[src/rtl/buffer_aa_writer_pkg.sv]
// Shared encodings and defaults for buffer_AA, its writer front end and the qa wrappers.
package buffer_aa_writer_pkg;

  typedef enum logic [0:0] {
    RUN = 1'b0,
    ERR = 1'b1
  } state_t;

  localparam int BUFFER_LENGTH     = 8;
  localparam int LOG_BUFFER_LENGTH = 3;

  localparam logic [1:0] WRITEERRORCODE = 2'b01;
  localparam logic [1:0] READERRORCODE  = 2'b10;

  function automatic logic [15:0] sat_inc16(input logic [15:0] value);
    return (value == 16'hFFFF) ? value : value + 16'd1;
  endfunction

endpackage

[src/rtl/skid_buffer_2.sv]
// Two-entry valid/ready register slice with registered ready. When empty, an incoming word
// bypasses straight to the output so the consumer can take it in the same cycle it is accepted.
module skid_buffer_2 #(
  parameter int WDTH = 32
) (
  input  logic            clk,
  input  logic            rst_n,
  input  logic [WDTH-1:0] i_data,
  input  logic            i_valid,
  output logic            o_ready,
  input  logic            i_block,
  output logic [WDTH-1:0] o_data,
  output logic            o_valid,
  input  logic            i_ready
);

  logic [1:0]      r_count;
  logic [WDTH-1:0] r_head;
  logic [WDTH-1:0] r_spare;
  logic            r_ready;
  logic            w_push;
  logic            w_pop;
  logic [1:0]      w_count_next;

  assign w_push  = i_valid && r_ready;
  assign o_valid = (r_count != 2'd0) || w_push;
  assign o_data  = (r_count != 2'd0) ? r_head : i_data;
  assign w_pop   = o_valid && i_ready;
  assign o_ready = r_ready;

  always_comb begin
    w_count_next = r_count;
    case ({w_push, w_pop})
      2'b10:   w_count_next = r_count + 2'd1;
      2'b01:   w_count_next = r_count - 2'd1;
      default: w_count_next = r_count;
    endcase
  end

  always_ff @(posedge clk) begin
    if (!rst_n) begin
      r_count <= 2'd0;
      r_head  <= '0;
      r_spare <= '0;
      r_ready <= 1'b0;
    end else begin
      r_count <= w_count_next;
      r_ready <= (w_count_next < 2'd2) && !i_block;
      case ({w_push, w_pop})
        2'b10: begin
          if (r_count == 2'd0) r_head <= i_data;
          else                 r_spare <= i_data;
        end
        2'b01: r_head <= r_spare;
        2'b11: begin
          // Empty skid with push+pop is a pure bypass; nothing is stored.
          if (r_count == 2'd2) begin
            r_head  <= r_spare;
            r_spare <= i_data;
          end else if (r_count == 2'd1) begin
            r_head <= i_data;
          end else begin
            r_head <= r_head;
          end
        end
        default: r_head <= r_head;
      endcase
    end
  end

endmodule

[src/rtl/buffer_aa_writer.sv]
// Producer front end for buffer_AA: strobes a word only into a slot reported empty, mirrors the write pointer.
// Optional BUFFER_AA_WRITER_STATS_EN adds saturating stall/word counters.
module buffer_aa_writer
  import buffer_aa_writer_pkg::*;
#(
  parameter int WDTH        = 32,
  parameter int BUF_LEN     = BUFFER_LENGTH,
  parameter int LOG_BUF_LEN = LOG_BUFFER_LENGTH
) (
  input  logic                   clk,
  input  logic                   rst_n,
  input  logic [WDTH-1:0]        i_in_data,
  input  logic                   i_in_valid,
  output logic                   o_in_ready,
  output logic                   o_write_strobe,
  output logic [WDTH-1:0]        o_write_data,
  input  logic [BUF_LEN-1:0]     i_full,
  input  logic                   i_write_error,
  output logic                   o_error,
`ifdef BUFFER_AA_WRITER_STATS_EN
  output logic [LOG_BUF_LEN-1:0] o_waddr,
  output logic [15:0]            o_stall_count,
  output logic [15:0]            o_word_count
`else
  output logic [LOG_BUF_LEN-1:0] o_waddr
`endif
);

  state_t                 r_state;
  logic [LOG_BUF_LEN-1:0] r_waddr;
  logic                   r_strobe;
  logic [WDTH-1:0]        r_wdata;
  logic                   r_error;
  logic                   w_head_valid;
  logic [WDTH-1:0]        w_head_data;
  logic                   w_slot_full;
  logic                   w_can_issue;
  logic                   w_issue;
  logic                   w_err_next;
  logic [LOG_BUF_LEN-1:0] w_waddr_inc;

  assign w_slot_full = i_full[r_waddr];
  // write_error beats a same-cycle issue, so it gates the pop as well as the strobe.
  assign w_can_issue = (r_state == RUN) && !i_write_error && !w_slot_full;
  assign w_issue     = w_can_issue && w_head_valid;
  assign w_err_next  = (r_state == ERR) || i_write_error;
  assign w_waddr_inc = (r_waddr == LOG_BUF_LEN'(BUF_LEN - 1)) ? '0 : r_waddr + LOG_BUF_LEN'(1);

  skid_buffer_2 #(.WDTH(WDTH)) u_skid (
    .clk     (clk),
    .rst_n   (rst_n),
    .i_data  (i_in_data),
    .i_valid (i_in_valid),
    .o_ready (o_in_ready),
    .i_block (w_err_next),
    .o_data  (w_head_data),
    .o_valid (w_head_valid),
    .i_ready (w_can_issue)
  );

  always_ff @(posedge clk) begin
    if (!rst_n) begin
      r_state  <= RUN;
      r_strobe <= 1'b0;
      r_wdata  <= '0;
      r_error  <= 1'b0;
      r_waddr  <= '0;
    end else begin
      case (r_state)
        RUN: begin
          if (i_write_error) begin
            r_state  <= ERR;
            r_error  <= 1'b1;
            r_strobe <= 1'b0;
          end else begin
            r_strobe <= w_issue;
            if (w_issue) begin
              r_wdata <= w_head_data;
              r_waddr <= w_waddr_inc;
            end
          end
        end
        ERR: begin
          r_strobe <= 1'b0;
          r_error  <= 1'b1;
        end
        default: begin
          r_state  <= ERR;
          r_strobe <= 1'b0;
          r_error  <= 1'b1;
        end
      endcase
    end
  end

  assign o_write_strobe = r_strobe;
  assign o_write_data   = r_wdata;
  assign o_error        = r_error;
  assign o_waddr        = r_waddr;

`ifdef BUFFER_AA_WRITER_STATS_EN
  logic [15:0] r_stall_count;
  logic [15:0] r_word_count;

  always_ff @(posedge clk) begin
    if (!rst_n) begin
      r_stall_count <= 16'd0;
      r_word_count  <= 16'd0;
    end else begin
      if (w_head_valid && w_slot_full) r_stall_count <= sat_inc16(r_stall_count);
      if (w_issue)                     r_word_count  <= sat_inc16(r_word_count);
    end
  end

  assign o_stall_count = r_stall_count;
  assign o_word_count  = r_word_count;
`endif

endmodule

[config.mk]
export PLATFORM = sky130hd
export DESIGN_NAME = buffer_aa_writer
export DESIGN_NICKNAME = d
export VERILOG_FILES = /design/src/rtl/buffer_aa_writer_pkg.sv /design/src/rtl/skid_buffer_2.sv /design/src/rtl/buffer_aa_writer.sv
export SDC_FILE = /design/constraint.sdc
export NUM_CORES = 1
export LEC_CHECK = 0
export CORE_MARGIN = 8
export CORE_UTILIZATION = 55
export DETAILED_ROUTE_END_ITERATION = 8
export PLACE_DENSITY = 0.82
export REMOVE_ABC_BUFFERS = 1
export SLEW_MARGIN = 20
export SYNTH_ARGS = -nofsm -noshare
export SYNTH_HDL_FRONTEND = slang
export SYNTH_HIERARCHICAL = 1
export SYNTH_SLANG_ARGS = --single-unit
[constraint.sdc]
create_clock -name clk -period 7.5 [get_ports clk]
set_clock_uncertainty 0.15 [all_clocks]
set_input_delay 1.5 -clock clk [delete_from_list [all_inputs] [get_ports clk]]
set_output_delay 1.5 -clock clk [all_outputs]
set_load 0.01 [all_outputs]
==> results of run 1 <==
==> state kept, by name, summed over array words and instances, names as in the netlist <==
signal,cells
o_write_data,32
u_skid/r_count,2
u_skid/r_head,32
o_waddr,3
r_state,1
o_error,1
u_skid/r_spare,32
u_skid/o_ready,1
o_write_strobe,1
==> tightest hold or removal path, stage by stage (launching register included) <==
cell and delay [ns]:
dfxtp_1 0.32, nand2_1 0.05, mux2i_1 0.05
==> per-layer routing <==
layer	part of all wire	GRT usage	wire length [um]	vias up
li1	-	-	-	1969
met1	0.42	0.204	4540	1845
met2	0.51	0.328	5530	89
met3	0.047	0.0296	506	15
met4	0.015	0.0733	163	0
met5	0	0	0	-
==> layout make-up <==
cell class	count	area (um^2)	area share
multi-input cells	405	2420	0.423
flip-flops and latches	105	2100	0.367
repair buffers	83	827	0.144
clock buffers	10	138	0.0240
well taps	108	135	0.0236
clock inverters	6	91.3	0.0159
inverters	4	15.0	0.00262
==> metrics by stage <==
stage | setup slack, ns | hold slack, ns | cells | power [mW] | util
finish | 3.18 | 0.310 | 721 | 1.16 | 0.667
global route | 2.92 | 0.330 | 721 | 1.21 | 0.667
CTS | 3.21 | 0.313 | 721 | 1.17 | 0.667
detailed placement | 2.83 | 0.295 | 705 | 0.785 | 0.640
global placement | 2.91 | 0.291 | 705 | 0.779 | 0.640
floorplan | 3.08 | 0.294 | 514 | 0.713 | -
==> cell families (layout without fill, tap and decap cells) <==
kind of cell	after synthesis	count (layout)	synth area share
buf+inv	47	103	0.0573
simple gates	221	221	0.184
xor+xnor	1	1	0.00183
fa+ha+maj	4	4	0.0105
flops	105	105	0.440
mux	72	72	0.161
compound gates	107	107	0.146
==> worst max path at each step <==
stage	depth (start not counted)	start	slack [ns]	endpoint
global placement	7	i_full[0]	2.91	u_skid/r_head[20]$_SDFFE_PN0P_
CTS	9	i_full[0]	3.21	u_skid/r_head[5]$_SDFFE_PN0P_
global route	9	i_full[0]	2.92	u_skid/r_head[20]$_SDFFE_PN0P_
finish	9	i_full[0]	3.18	u_skid/r_head[5]$_SDFFE_PN0P_
detailed placement	9	i_full[0]	2.83	u_skid/r_head[20]$_SDFFE_PN0P_
floorplan	7	i_full[0]	3.08	u_skid/r_head[22]$_SDFFE_PN0P_
==> synth_stat cells, types with 6 or more instances <==
| cell type | instances | area (um^2) |
|---|---|---|
| mux2_2 | 35 | 394 |
| and2_1 | 6 | 37.5 |
| clkbuf_1 | 23 | 86.3 |
| a21boi_0 | 32 | 240 |
| a31oi_1 | 32 | 200 |
| nand2_1 | 200 | 751 |
| buf_2 | 12 | 60.1 |
| o21ai_1 | 11 | 55.1 |
| dfxtp_1 | 105 | 2100 |
| o21ai_0 | 23 | 115 |
| mux2i_1 | 36 | 360 |
==> report_power, final <==
| part | internal (mW) | switching (mW) |
|---|---|---|
| Clock | 0.198 | 0.191 |
| Combinational | 0.0842 | 0.0835 |
| Sequential | 0.589 | 0.0156 |
| Total | 0.872 | 0.290 |
==> impl_metrics.csv, run 1 <==
group,metric,value,unit
run_status,run_status,"complete, no violations",
place,gp_congestion,0.767,
critical_path,critical-path-slowest-cell,"buf_4",
timing,rsz0062_at_grt,"no",
route,ant_nets,0,
clocking,clkTransAtPathRegs,0.09,ns
clocking,numCtsBuffers,9,
die,dieWidth,109,um
route,firstDrtPassIters,5,
critical_path,critPathRequiredTime,7.63,ns
place,numPortBuffers,81,
die,dieArea,11900,um^2
route,drt_iter0_markers,263,
timing,clock.fmax,0.231,GHz
clocking,ctsLongestPathBuffers,2,
timing,tightest_slew,0.966,ns
critical_path,rr_startpoint,"o_waddr[0]$_SDFFE_PN0P_",
die,die_y,109,um
layout,area_growth_syn_to_layout,19.9,%
hold_path,hold-path-cell-count,2,
global_routing,grt_max_degree,141,
layout,nFillCells,696,
timing,relSlewSlack,0.356,
timing,fin_crit,4.32,ns
critical_path,worst-path-buf-inv,2,
clocking,postCtsHoldBufs,0,
yosys,yosys_warnings,6,
global_routing,grt_pass1_vias,3871,
power_and_ir_drop,leakagePower,2.06,nW
global_routing,grt_use_total,0.180,
yosys,syn_area,4780,um^2
die,rows,34,
critical_path,cp_top_family,"compound AO/OA/AOI/OAI gates",
clocking,root_buffer,"clkbuf_8",
route,drc,0,
route,wl_per_cell,14.9,um
timing,slew_violations,0,
yosys,synth_top_flop_cell,"dfxtp_1",
critical_path,ff2ff_path_depth,8,
layout,antenna_cells,0,
hold_path,hold_start,"o_write_data[6]$_SDFFE_PN0P_",
place,place_area,5500,um^2
critical_path,reg2reg_slack,4.13,ns
route,vias_per_cell,5.43,
critical_path,crit_type,"input port to register",
place,hpwlAfterDp,6.60,mm
critical_path,crit_fanout,64,
power_and_ir_drop,irDropWorstVdd,0.115,mV
global_routing,grt_pass1_wl,17.5,mm
clocking,cts_resized,0,
yosys,syn_area_per_cell,8.58,um^2
clocking,clk_latency,0.36,ns
critical_path,timing.rr.end,"u_skid/r_head[5]$_SDFFE_PN0P_",
critical_path,max_stage_delay,0.51,ns
flow_run,cap_violations,0,
die,core,8590,um^2
clocking,htree_num_levels,3,
yosys,synth-edff-count,0,
yosys,synth_cells,557,
global_routing,overflow,0,
power_and_ir_drop,p_per_area,203,nW/um^2
route,vias,3918,
yosys,ys_seq_elements,105,
timing,hold_viol,0,
yosys,synth.yosys.seq_area_share,0.440,
layout,fin_area,5730,um^2
critical_path,cp_data_arrival_time,4.46,ns
critical_path,end_kind,"register",
timing,post-route-period-util,0.576,
layout,nets,656,
layout,final_layout_size_suffix_gt1_frac,0.104,
layout,final_cell_mix,"nand2_1, dfxtp_1, clkdlybuf4s50_1",
clocking,clock_sinks,105,
critical_path,worstSetupStartpointType,"input port",
hold_path,hold_class,"register to register",
route,drt-total-wl,10.7,mm
timing,tns,0,ns
yosys,async_flop_share,0,
critical_path,crit_chain,"clkdlybuf4s50_1 > mux2_4 > a222oi_1 > and3b_1 > nor2_1 > a211oi_4 > buf_4 > o21ai_0 > a31oi_1",
clocking,post_cts_buffers,0,
yosys,synth.distinct_cells,37,
die,pin_count,82,
global_routing,antenna_found_initial,0,
layout,final_common_cell,"nand2_1",
die,start_util,0.556,
hold_path,whs_endpoint,"o_write_data[6]$_SDFFE_PN0P_",
clocking,cts_tree,"built",
timing,setup_viol,0,
(Power assumes the default switching activity.)
==> inputs of run 2 (changes only) <==
--- a/config.mk
+++ b/config.mk
@@ -6,9 +6,9 @@
 export NUM_CORES = 1
 export LEC_CHECK = 0
 export CORE_MARGIN = 8
-export CORE_UTILIZATION = 55
+export CORE_UTILIZATION = 53
 export DETAILED_ROUTE_END_ITERATION = 8
-export PLACE_DENSITY = 0.82
+export PLACE_DENSITY = 0.8
 export REMOVE_ABC_BUFFERS = 1
 export SLEW_MARGIN = 20
 export SYNTH_ARGS = -nofsm -noshare
==> constraint.sdc (replaced) <==
create_clock -name clk -period 4.25 [get_ports clk]
set_clock_uncertainty 0.15 [all_clocks]
set_input_delay 0.85 -clock clk [delete_from_list [all_inputs] [get_ports clk]]
set_output_delay 0.85 -clock clk [all_outputs]
set_load 0.01 [all_outputs]
==> impl_metrics.csv, run 2 (synthesized netlist as in run 1, its figures left out) <==
group,metric,value,unit
die,core,8720,um^2
place,numPlacedInstances,711,
critical_path,ff2ff_path_depth,8,
clocking,postCtsHoldBufs,0,
layout,nets,662,
hold_path,hold-path-cell-count,2,
clocking,numCtsBuffers,9,
clocking,ctsLongestPathBuffers,2,
critical_path,crit_fanout,46,
power_and_ir_drop,p_switching,0.541,mW
power_and_ir_drop,p_comb_frac,0.154,
die,dieWidth,111,um
critical_path,crit_cells,9,
power_and_ir_drop,irDropWorstVdd,0.192,mV
global_routing,grt_use_total,0.172,
die,start_util,0.548,
route,drc,0,
timing,tightest_slew,1.11,ns
timing,setup_viol,0,
power_and_ir_drop,pwr-share-clk,0.300,
global_routing,grt_pass1_wl,18.3,mm
power_and_ir_drop,pwr-share-seq,0.546,
critical_path,worst-path-buf-inv,2,
clocking,clk_latency,0.36,ns
layout,final_common_cell,"nand2_1",
flow_run,cap_violations,0,
run_status,run_status,"complete, no violations",
timing,fin_crit,3.55,ns
critical_path,critical-path-slowest-cell,"a222oi_1",
route,vias,3924,
layout,nFillCells,721,
timing,post-route-period-util,0.836,
layout,seqCellArea,2100,um^2
clocking,htree_num_levels,3,
timing,slew_violations,0,
route,drt-total-wl,10.8,mm
die,dieArea,12300,um^2
route,drt_iter0_markers,236,
hold_path,hold_class,"register to register",
layout,final_layout_size_suffix_gt1_frac,0.111,
place,hpwlAfterDp,7.04,mm
critical_path,cp_data_arrival_time,3.69,ns
place,gp_congestion,0.777,
power_and_ir_drop,p_int,1.42,mW
layout,area_growth_syn_to_layout,20.2,%
critical_path,worstSetupStartpointType,"input port",
power_and_ir_drop,p_per_area,341,nW/um^2
clocking,root_buffer,"clkbuf_8",
timing,clock.fmax,0.281,GHz
layout,multi_input_area,2410,um^2
global_routing,antenna_found_initial,0,
timing,tns,0,ns
clocking,clkTransAtPathRegs,0.11,ns
layout,layoutNonFillerInstCount,727,
critical_path,critPathRequiredTime,4.39,ns
die,pin_count,82,
route,firstDrtPassIters,4,
timing,rsz0062_at_grt,"no",
critical_path,crit_chain,"clkdlybuf4s50_1 > mux2_4 > a222oi_1 > and3b_1 > nor2_1 > a211oi_4 > buf_4 > o21ai_0 > a31oi_1",
timing,hold_viol,0,
critical_path,max_stage_delay,0.45,ns
place,numPortBuffers,81,
layout,antenna_cells,0,
critical_path,end_kind,"register",
die,rows,34,
clocking,post_cts_buffers,0,
global_routing,grt_max_degree,127,
clocking,cts_resized,0,
power_and_ir_drop,leakagePower,2.06,nW
layout,final_cell_mix,"nand2_1, dfxtp_1, clkdlybuf4s50_1",
clocking,cts_tree,"built",
timing,relSlewSlack,0.261,
power_and_ir_drop,swShare,0.276,
route,wl_per_cell,14.9,um
global_routing,grt_pass1_vias,3807,
critical_path,cp_top_family,"compound AO/OA/AOI/OAI gates",
route,ant_nets,0,
critical_path,crit_type,"input port to register",
route,vias_per_cell,5.40,
die,die_y,111,um
global_routing,overflow,0,
clocking,clock_sinks,105,
[run 2: cell types whose count changed in the layout (fill, tap and decap cells not counted), moves of 2 or more]
cell | before | now
buf_12 | 0 | 2
bufinv_16 | 2 | 0
clkinv_4 | 3 | 1
inv_6 | 0 | 2
buf_4 | 2 | 7
inv_8 | 0 | 2
[run 2: cell type report]
| class | count | share of cell area |
|---|---|---|
| inverter | 4 | 0.00261 |
| clock buffer | 9 | 0.0216 |
| clock inverter | 7 | 0.0107 |
| timing repair buffer | 89 | 0.155 |
| sequential | 105 | 0.366 |
| multi-input combinational | 405 | 0.420 |
| tap | 108 | 0.0235 |
[run 2: power by group through the flow]
stage | sequential (mW) | clock, mW | combinational, mW
after floorplan | 1.09 | 0 | 0.172
after global placement | 1.09 | 0 | 0.292
after detailed placement | 1.09 | 0 | 0.301
after CTS | 1.07 | 0.603 | 0.302
after global routing | 1.08 | 0.638 | 0.332
final | 1.07 | 0.589 | 0.302
[run 2: worst min-delay path: stages, from the launching register on]
cell,delay [ns]
dfxtp_1,0.32
nand2_1,0.05
mux2i_1,0.05
[run 2: worst paths after layout]
kind / slack, ns / from / endpoint
max reg2reg: 0.98 / o_waddr[0]$_SDFFE_PN0P_ / u_skid/r_head[16]$_SDFFE_PN0P_
max: 0.70 / i_full[0] / u_skid/r_head[16]$_SDFFE_PN0P_
min reg2reg: 0.31 / o_write_data[2]$_SDFFE_PN0P_ / o_write_data[2]$_SDFFE_PN0P_
min: 0.31 / o_write_data[2]$_SDFFE_PN0P_ / o_write_data[2]$_SDFFE_PN0P_
[run 2: metrics by stage]
| step | setup slack, ns | power, mW | instance area (um^2) | hold WS [ns] | util |
|---|---|---|---|---|---|
| floorplan | 0.481 | 1.26 | 4520 | 0.294 | - |
| global placement | 0.532 | 1.38 | 5560 | 0.291 | 0.638 |
| detailed placement | 0.370 | 1.39 | 5560 | 0.295 | 0.638 |
| CTS | 0.725 | 1.97 | 5750 | 0.316 | 0.659 |
| global route | 0.459 | 2.05 | 5750 | 0.333 | 0.659 |
| finish | 0.696 | 1.96 | 5750 | 0.312 | 0.659 |
[run 2: layer usage]
metal | vias up | wire length (um) | track usage | part of all wire
met4 | 0 | 158 | 0.0631 | 0.015
met3 | 13 | 468 | 0.0298 | 0.043
li1 | 1986 | - | - | -
met2 | 86 | 5410 | 0.295 | 0.50
met5 | - | 0 | 0 | 0
met1 | 1839 | 4780 | 0.209 | 0.44
==> patch 1: new RTL, settings of run 1 <==
The option `BUFFER_AA_WRITER_STATS_EN` is turned on by a define.
--- a/src/rtl/buffer_aa_writer.sv
+++ b/src/rtl/buffer_aa_writer.sv
@@ -2,2 +2,4 @@
 // Optional BUFFER_AA_WRITER_STATS_EN adds saturating stall/word counters.
+`define BUFFER_AA_WRITER_STATS_EN
+
 module buffer_aa_writer
Check against the original RTL (old outputs only; new: o_stall_count and o_word_count): equivalent (equiv_simple and equiv_induct, registers matched by name and starting in step).
==> patch 1 against run 1 <==
  * Cell area grew 38%
  * Total power is 53% higher
  * Sequential cell count up 32
  * Wire length is 52% higher
  * Non-clock buffer count up 35
  * Utilization up 5.5 points
  * Setup slack better by 0.014 ns
  * First-iteration DRC count increased by 130%
  * Critical path depth grew 1
  * Maximum frequency grew 0.32%
  * Via count rose by 46%
  * Synthesized area rose by 30%
==> patch 1: results (changes against run 1) <==
set qor(status) {completed}
set qor(timing.critical_path.arrival_ns) 4.50 ;# +0.04 ns
set qor(clkSlewWorstSetupHoldPaths_ns) 0.06 ;# -0.03 ns
set qor(cts_htree_levels) 4 ;# +1
set qor(grt_pass1_vias) 5503 ;# +42%
set qor(global_route.usage.met3) 0.0477 ;# +0.0181
set qor(filler_cell_count) 869 ;# +25%
set qor(final_layout_size_suffix_gt1_frac) 0.0957 ;# -0.00872
set qor(grt_max_degree) 92 ;# -35%
set qor(netlist-cell-type-count) 45 ;# +22%
set qor(insertion_delay_ns) 0.42 ;# +0.06 ns
set qor(gp_congestion) 0.848 ;# +10%
set qor(yosys-top-cells-count) {nand2_1, dfxtp_1, a21oi_1, o21ai_0, mux2_2}
set qor(tightest_slew_ns) 1.08 ;# +0.113 ns
set qor(global_route.usage.met1) 0.243 ;# +0.0393
set qor(grt.met2_usage) 0.390 ;# +0.0618
set qor(wire_length_of_the_first_global_routing_pass_mm) 26.3 ;# +50%
set qor(place_worst_setup_slack_ns) 2.83 ;# +0.0000100 ns
set qor(drt_wl_total_mm) 16.3 ;# +52%
set qor(route.vias.total) 5738 ;# +46%
set qor(yosysSeqAreaShare) 0.442 ;# +0.00232
set qor(groute.usage.overall) 0.217 ;# +0.0368
set qor(detail_route.iter0.violations) 597 ;# +130%
set qor(estimated_wirelength_of_the_detail_placed_design_mm) 9.97 ;# +51%
set qor(synth_top_cells_by_area) {dfxtp_1, nand2_1, mux2_2}
set qor(io_buffer_count) 113 ;# +40%
## patch 1: cell types whose count changed after synthesis, sizes merged, moves of 8 or more
cell | before | now
nand2 | 200 | 223
o21ai | 34 | 46
a21oi | 1 | 52
clkbuf | 23 | 31
dfxtp | 105 | 137
nand3 | 1 | 16
nand2b | 1 | 10
mux2i | 36 | 9
nor2 | 4 | 12
nand4 | 1 | 11
or4 | 0 | 8
or3 | 0 | 13
## patch 1: logic make-up (layout without fill, tap and decap cells)
| logic type | count (synthesis) | after routing | synth area share |
|---|---|---|---|
| flip-flops | 137 | 137 | 0.442 |
| AO/OA/AOI/OAI | 187 | 187 | 0.187 |
| adder cells (fa/ha/maj) | 6 | 6 | 0.0121 |
| AND/OR/NAND/NOR | 320 | 320 | 0.228 |
| XOR/XNOR | 3 | 3 | 0.00424 |
| buffers and inverters | 63 | 160 | 0.0480 |
| multiplexers | 44 | 44 | 0.0787 |
## patch 1: layout make-up
type,count,area share
clock buffer,26,0.0645
clock inverter,6,0.0109
inverter,10,0.00475
multi-input combinational,560,0.403
sequential,137,0.347
tap,140,0.0222
timing repair buffer,118,0.147
## patch 1: worst max-delay path, stage by stage
cell	delay [ns]
clkdlybuf4s50_1	0.39
mux2_2	0.27
o22ai_2	0.39
o21ai_0	0.28
inv_1	0.29
nor2_1	0.17
a211oi_4	0.26
buf_4	0.51
o21ai_0	0.19
a31oi_1	0.20
## patch 1: final timing paths
kind,slack [ns],cells past startpoint,end,from
max,3.19,10,u_skid/r_head[9],i_full[5]
min reg2reg,0.30,2,o_write_data[24],o_write_data[24]
max reg2reg,4.04,9,u_skid/r_head[9],o_waddr[0]
min,0.30,2,o_write_data[24],o_write_data[24]
## patch 1: metal layers
metal,wire [um],vias to the layer above
li1,-,2808
met1,6600,2742
met4,242,0
met5,0,-
met3,980,17
met2,8480,171
## patch 1: stage by stage
step	cell area, um2	hold WS [ns]	cells	total power, mW
CTS	7900	0.304	997	1.79
global route	7900	0.319	997	1.84
floorplan	5940	0.294	707	0.884
finish	7900	0.302	997	1.78
detailed placement	7300	0.296	965	0.959
global placement	7300	0.291	965	0.952
## patch 1: power by group
group	internal, mW	switching [mW]
Sequential	0.759	0.0169
Clock	0.533	0.299
Combinational	0.0803	0.0909
Total	1.37	0.407
==> patch 2: new RTL, config.mk and constraints of run 1 <==
Made on the original files. Register the output `o_error` once more, with the module's reset; this adds one clock of latency there. The other outputs are not delayed to match.
--- a/src/rtl/buffer_aa_writer.sv
+++ b/src/rtl/buffer_aa_writer.sv
@@ -97,3 +97,9 @@
   assign o_write_data   = r_wdata;
-  assign o_error        = r_error;
+  always_ff @(posedge clk) begin
+    if (!rst_n) begin
+      o_error <= '0;
+    end else begin
+      o_error <= r_error;
+    end
+  end
   assign o_waddr        = r_waddr;
Formal check against the unedited RTL: not equivalent (a bounded check fails within 4 cycles, from zero or initial values and one cycle with rst_n low).
==> patch 2 against run 1 <==
  * Worst hold slack worse by 0.0025 ns
  * Synthesized area rose by 0.50%
  * First-iteration DRC count down 23%
  * Wire length grew 1.0%
  * Cell area about the same
  * Sequential cell count increased by 1
  * Clock power fell by 12%
  * Synthesized cell count is 0.18% higher
  * Count of clock-buffer cells in the layout grew 3
  * Critical path type unchanged
  * Global-route usage is 0.43 points higher
  * Setup slack gained 0.15 ns
  * Largest cell class unchanged
  * Total power fell by 3.2%
==> patch 2: results (changes against run 1) <==
set qor(design_power_total_mw) 1.13 ;# -3.2%
set qor(cts_setup_buffers) 0 ;# unchanged
set qor(insertion_delay_ns) 0.35
set qor(worst_slew_margin_rel) 0.337 ;# -0.0187
set qor(post_layout_nonfiller_instances) 724 ;# +0.42%
set qor(clock_power_share) 0.306 ;# -0.029
set qor(power.ir.vdd_worst_uv) 128 ;# +11%
set qor(detail_route.iter0.violations) 203 ;# -23%
set qor(clkSlewWorstSetupHoldPaths_ns) 0.10
set qor(cts_inserted_buffers) 9 ;# unchanged
set qor(clockRootBuffer) {clkbuf_8}
set qor(first_pass_iteration_count_of_the_detailed_router) 4 ;# -1
set qor(met2RoutedLength_mm) 5.06 ;# -8.5%
set qor(cts-root-to-sink-buffers) 2 ;# unchanged
set qor(regToRegSetupSlack_ns) 4.25 ;# +0.12 ns
set qor(filler_cell_count) 702 ;# +0.86%
set qor(viasPerCell) 5.46 ;# +0.45%
set qor(final_layout_size_suffix_gt1_frac) 0.110 ;# +0.00599
set qor(groute.usage.overall) 0.184 ;# +0.00425
set qor(synth_top_cells_by_area) {dfxtp_1, nand2_1, mux2_2}
set qor(placedInstanceArea_um2) 5530 ;# +0.50%
set qor(wire_length_of_the_first_global_routing_pass_mm) 17.9 ;# +2.1%
set qor(power_leakage_nw) 2.06 ;# about the same
set qor(global_route.usage.met3) 0.0393 ;# +0.00972
set qor(status) {completed}
set qor(global_route.usage.met1) 0.232 ;# +0.0286
set qor(crit-reg2reg-capture) {u_skid/r_head[6]}
set qor(synthMuxAreaShare) 0.160 ;# -0.000797
set qor(route.top_layer_used) {met4}
set qor(pg_seq_uw) 611 ;# +1%
set qor(power_switching_share) 0.256 ;# +0.00590
set qor(netlist-cell-type-count) 38 ;# +2.7%
set qor(power_density_nw_per_um2) 196 ;# -3.2%
set qor(holdCritStartpoint) {o_write_data[3]}
set qor(synthAdderAreaFrac) 0.0104 ;# -0.0000518
set qor(worst_hold_end) {o_write_data[3]}
set qor(detailroute.wirelength.met3_um) 546 ;# +7.9%
set qor(routedLengthMet1_mm) 5.00 ;# +10%
set qor(dp_cells) 708 ;# +0.43%
set qor(io_buffer_count) 81 ;# unchanged
set qor(place_worst_setup_slack_ns) 2.99 ;# +0.164 ns
set qor(gp_congestion) 0.724 ;# -5.6%
set qor(synthCells) 558 ;# +0.18%
set qor(synth_compound_area_frac) 0.143 ;# -0.00228
set qor(yosys-top-cells-count) {nand2_1, dfxtp_1, mux2i_1, mux2_2}
set qor(grt.met2_usage) 0.298 ;# -0.0295
set qor(estimated_wirelength_of_the_detail_placed_design_mm) 6.70 ;# +1.6%
set qor(yosysSeqAreaShare) 0.442 ;# +0.00199
set qor(fin_worst_hold_slack_ns) 0.307 ;# -0.00245 ns
set qor(grt_pass1_vias) 3686 ;# -4.8%
set qor(timing.critical_path.arrival_ns) 4.30 ;# -0.16 ns
set qor(design.final.nets) 659 ;# +0.46%
set qor(detail_route.wl_per_cell_um) 15.0 ;# +0.62%
set qor(synth_xor_xnor_area_share) 0.00182 ;# -0.00000907
set qor(hold_class) {flop to flop}
## patch 2: changes by cell type in the layout (fill, tap and decap cells not counted), sizes merged
cell and change:
and2 +1, buf +1, bufinv -2, clkbuf +3, clkinv -2, clkinvlp +1, dfxtp +1, o21a -1
or2 +1
## patch 2: final cells by class
type                    count  share of cell area
clock inverters             3             0.00371
inverters                   4             0.00262
clock buffers              13              0.0312
flip-flops and latches    106               0.370
well taps                 108              0.0236
repair buffers             84               0.146
multi-input cells         406               0.423
## patch 2: how the worst max path moves through the flow
| stage | from | end | slack, ns | depth (start not counted) |
|---|---|---|---|---|
| final | i_full[0] | u_skid/r_head[6] | 3.33 | 9 |
| after global routing | i_full[0] | u_skid/r_head[20] | 3.08 | 9 |
| after CTS | i_full[0] | u_skid/r_head[18] | 3.36 | 9 |
| after detailed placement | i_full[0] | u_skid/r_head[18] | 2.99 | 9 |
| after global placement | i_full[0] | u_skid/r_head[2] | 3.00 | 7 |
| after floorplan | i_full[0] | u_skid/r_head[22] | 3.14 | 7 |
